`config.mk`:
```
export PLATFORM = sky130hd
export DESIGN_NAME = pulse_meas
export DESIGN_NICKNAME = d
export VERILOG_FILES = /design/src/rtl/pulse_meas.sv
export SDC_FILE = /design/constraint.sdc
export NUM_CORES = 1
export LEC_CHECK = 0
export BUFFER_PORTS_ARGS = -buffer_cell sky130_fd_sc_hd__buf_4
export CORE_ASPECT_RATIO = 0.6
export CORE_UTILIZATION = 55
export CTS_CLUSTER_DIAMETER = 80
export DETAILED_ROUTE_END_ITERATION = 8
export PLACE_DENSITY = 0.77
export SLEW_MARGIN = 5
export SYNTH_ARGS = -nofsm -noshare
export SYNTH_HDL_FRONTEND = slang
export SYNTH_SLANG_ARGS = --single-unit
```
`constraint.sdc`:
```
create_clock -name clk -period 6.8 [get_ports clk]
set_input_delay 1.36 -clock clk [delete_from_list [all_inputs] [get_ports clk]]
set_output_delay 1.36 -clock clk [all_outputs]
set_load 0.02 [all_outputs]
```
`src/rtl/pulse_meas.sv`:
```
// Pulse high-time and period measurement from edge-detector pulses, one result per period via valid/ready.
// Optional PULSE_MEAS_DROP_CNT_EN adds an 8-bit saturating count of discarded results (drop_cnt).
module pulse_meas #(
  parameter int CNT_W = 16
) (
  input  logic             clk,
  input  logic             rst,
  input  logic             rise_edge,
  input  logic             fall_edge,
  input  logic             ready_in,
  output logic             valid_out,
  output logic [CNT_W-1:0] high_cnt,
  output logic [CNT_W-1:0] period_cnt,
  output logic             sat,
  output logic             dropped
`ifdef PULSE_MEAS_DROP_CNT_EN
  ,
  output logic [7:0]       drop_cnt
`endif
);

  typedef enum logic [1:0] {IDLE, HIGH, LOW} state_t;

  localparam logic [CNT_W-1:0] CNT_MAX = '1;

  state_t           state, state_nxt;
  logic [CNT_W-1:0] cnt;
  logic [CNT_W-1:0] high_latch;
  logic             sat_flag;
  logic             capture_fall;
  logic             complete;
  logic             load_ok;

  always_ff @(posedge clk or posedge rst) begin
    if (rst) state <= IDLE;
    else     state <= state_nxt;
  end

  // A rise always wins over a simultaneous fall, so every branch tests rise first.
  always_comb begin
    state_nxt    = state;
    capture_fall = 1'b0;
    complete     = 1'b0;
    case (state)
      IDLE: if (rise_edge) state_nxt = HIGH;
      HIGH: begin
        if (rise_edge) begin
          state_nxt = HIGH;
        end else if (fall_edge) begin
          capture_fall = 1'b1;
          state_nxt    = LOW;
        end
      end
      LOW: begin
        if (rise_edge) begin
          complete  = 1'b1;
          state_nxt = HIGH;
        end
      end
      default: state_nxt = IDLE;
    endcase
  end

  // Sticky saturation flag marks a count that got stuck at all-ones.
  always_ff @(posedge clk or posedge rst) begin
    if (rst) begin
      cnt      <= '0;
      sat_flag <= 1'b0;
    end else if (rise_edge) begin
      cnt      <= {{(CNT_W-1){1'b0}}, 1'b1};
      sat_flag <= 1'b0;
    end else if (cnt == CNT_MAX) begin
      sat_flag <= 1'b1;
    end else begin
      cnt <= cnt + 1'b1;
    end
  end

  always_ff @(posedge clk or posedge rst) begin
    if (rst)               high_latch <= '0;
    else if (capture_fall) high_latch <= cnt;
  end

  assign load_ok = !valid_out || ready_in;

  // Holding register: a completed result loads when free or being consumed this cycle, else it is dropped.
  always_ff @(posedge clk or posedge rst) begin
    if (rst) begin
      valid_out  <= 1'b0;
      high_cnt   <= '0;
      period_cnt <= '0;
      sat        <= 1'b0;
      dropped    <= 1'b0;
    end else begin
      dropped <= 1'b0;
      if (complete && load_ok) begin
        valid_out  <= 1'b1;
        high_cnt   <= high_latch;
        period_cnt <= cnt;
        sat        <= sat_flag || (cnt == CNT_MAX);
      end else if (complete) begin
        dropped <= 1'b1;
      end else if (valid_out && ready_in) begin
        valid_out <= 1'b0;
      end
    end
  end

`ifdef PULSE_MEAS_DROP_CNT_EN
  always_ff @(posedge clk or posedge rst) begin
    if (rst)                             drop_cnt <= 8'd0;
    else if (dropped && drop_cnt != 8'hFF) drop_cnt <= drop_cnt + 8'd1;
  end
`else
  // No drop counter in this build; the dropped pulse alone reports discards.
`endif

endmodule

```
==> summary.txt <==
Routing
  • Detailed-route via count: between 1.5k and 2k
  • DRC viols: 0
  • DR vias/cell: 5.606
  • Iter 0 DRT Violations: 93
  • Drt pass-1 iters: 4
  • Wire per inst: about 15 µm
  • Post-Route WL: 5033 µm
  • Remaining antenna violation count after routing: 0

Cells and area
  • Post-route cell area: 0.003487 mm²
  • Post-route non-filler standard cell count: 330
  • Commonest non-fill, non-tap cell in the layout: dfrtp_1
  • Multi-input logic area: 0.001094 mm²
  • Seq. cell area: 0.001752 mm²
  • Final #Nets: ~270
  • Most frequent cells in the layout: dfrtp_1, mux2_2, buf_4, nor2_1
  • Layout cells sized above 1: a little over two fifths
  • Final Util: between 60 and 70%
  • N_diodes: 0
  • Fillers: 395
  • Area Overhead vs Synth: 19.56%

Synth
  • Post-synthesis sequential area ratio: 60.06%
  • Largest family of logic cells by synthesized area: multiplexers
  • Ys Warns: 0
  • Unique masters post-synth: 35
  • EDFF count, synth: 0
  • Mux cell area share after synthesis: 19.56%
  • Compound-cell area share of the yosys netlist: approximately 4.5%
  • Main synth FF type: dfrtp_1
  • Synthesized instance count: 218
  • Xor/xnor share of the synthesized area: 0.9009%
  • Post-synth ARST share: 100.0%
  • Adder-Cell Fraction of Synth Area: 0.4290%
  • Post-Syn Area: 0.002917 mm²
  • Syn Area/Cell: 13.38 µm²
  • FF+latch count, synth: 70
  • Syn nets: 224
  • Synth Area in Simple Gates: 12.05%

Place
  • Hpwl dp: 3161 µm
  • Pre-CTS WS: 3989 ps
  • I/O Buffers: 39
  • Placed cells: 314
  • DP Area: 0.003254 mm²
  • Gpl congestion: 0.7819

Clock network
  • Hold Buf Count CTS: 0
  • Cts bufs inserted: 9
  • Clock-pin slew on the worst setup and hold paths: 80 ps
  • Clock sink total: 70
  • Clock root buffer: clkbuf_8
  • TritonCTS clock tree: yes
  • Post-CTS setup buffers: 0
  • Longest Clk Path Bufs: 2
  • Post-CTS sizing: 0
  • H-tree depth: 3
  • Clk_lat worst skew: 350 ps

Hold path
  • Hold Crit Class: flop to flop

Pwr
  • Power Density: 275.3 mW/mm²
  • Net Sw Frac: approximately a quarter
  • Pwr Total: around 960 µW
  • Sw power: 232.8 µW
  • Internal power: 727.1 µW
  • Reg power frac: 48.7%
  • Gate power share: 11.9%
  • Leakage power: around 1.7 nW
  • Clock share of power: 39.3%
  • VDD IR max: between 0.2 and 0.25 mV

Die
  • Die height: approximately 60 µm
  • CORE AREA: 0.005080 mm²
  • Row Count: 20
  • Die W: 96.01 µm
  • Io pins: 40
  • Die ar.: 0.005607 mm²
  • Initial Util: between 50% and 60%

Setup path
  • Worst Setup End Kind: flop
  • CP max-delay cell: nor4_2
  • Data required, critical path: 7070 ps
  • CP Class: flop to flop
  • Crit path cell chain: ha_1 -> nand4_4 -> nor4_2 -> o21ai_0 -> a21oi_1
  • CP startpoint kind: flop
  • Worst path max stage delay: 920 ps
  • Crit Path Max Fanout: 12
  • Crit path arrival time: 2760 ps

Timing
  • Worst setup margin: 4310 ps
  • Worst-Margin Slew: 1002 ps
  • Final Skew: 12.66 ps
  • Relative slew margins: 32.62%
  • RSZ-0062 raised after global routing: no
  • Worst hold slack: 493.8 ps
  • Final Hold Vio Count: 0
  • Final Setup Violations: 0
  • FMAX: between 400 and 500 MHz
  • Pins Over Slew Limit: 0
  • Period utilization: 36.62%
  • Final Critical Period: approximately 2500 ps
  • Setup TNS: 0 ps

Global routing
  • Largest net degree at the start of global routing: 71
  • Global-route wire length before repair: 8611 µm
  • Initial antenna violation count: 0
  • GRT overflow: 0
  • Vias in the first global route: roughly 1.8k
  • GRT Util Overall: 21.29%

Run status
  • Status: completed

Run
  • Max-Cap Viols: 0
[per-layer routing]
layer,wire (µm),track usage [%],vias to the layer above,part of all wire [%]
li1,-,-,870,-
met4,29,7.889,0,0.58
met2,2251,30.29,50,45
met5,0,0,-,0
met1,2463,29.25,928,49
met3,288,9.044,2,5.7
[worst max-delay path: cells and delay by family (launching register included)]
family                   cells  cell delay, ps
AND/OR/NAND/NOR              2            1120
adder cells (fa/ha/maj)      1             330
AO/OA/AOI/OAI                2             400
flip-flops                   1             570
[logic make-up after synthesis]
group	Yosys count
compound gates	22
fa+ha+maj	1
buf+inv	15
flops	70
mux	51
simple gates	56
xor+xnor	3
[cells in the mapped netlist (4+ instances only)]
cell type,instances,area (µm²)
nand2_1,5,18.77
nand3_1,5,25.02
a21oi_1,11,55.05
nor2_1,14,52.55
o21ai_0,4,20.02
or3_1,4,25.02
mux2_2,48,540.5
buf_2,7,35.03
dfrtp_1,70,1752
nand2b_1,4,25.02
nor3_1,6,30.03
[final timing paths]
path                                            from  slack, ps  cells after the start                    endpoint
max reg2reg                       cnt[0]$_DFFE_PP0P_       4310                      5          cnt[3]$_DFFE_PP0P_
max in group asynchronous                        rst       4980                      3  high_latch[10]$_DFFE_PP0P_
min in group asynchronous                        rst       1260                      3    high_cnt[11]$_DFFE_PP0P_
min                        high_latch[2]$_DFFE_PP0P_        490                      1     high_cnt[2]$_DFFE_PP0P_
max                               cnt[0]$_DFFE_PP0P_       4310                      5          cnt[3]$_DFFE_PP0P_
min reg2reg                high_latch[2]$_DFFE_PP0P_        490                      1     high_cnt[2]$_DFFE_PP0P_
[power by group through the flow]
stage          clock network [mW]  logic, mW  registers [mW]
6_report                    0.378      0.114           0.468
2_1_floorplan                   0     0.0471           0.496
5_1_grt                     0.406      0.125           0.472
3_3_place_gp                    0      0.114           0.476
3_5_place_dp                    0      0.116           0.475
4_1_cts                     0.389      0.116           0.468
[flip-flops by register name, indices dropped and copies added, names as in the netlist]
name,cells
sat_flag,1
sat,1
cnt,16
valid_out,1
high_cnt,16
dropped,1
high_latch,16
state,2
period_cnt,16
[final cells by class]
type / count / share of cell area, %
clock buffer: 11 / 4.342
inverter: 3 / 0.3229
sequential: 70 / 50.23
tap: 66 / 2.368
multi-input combinational: 133 / 31.36
clock inverter: 5 / 2.332
timing repair buffer: 42 / 9.042
No activity file was read; power rests on OpenSTA's default activity.
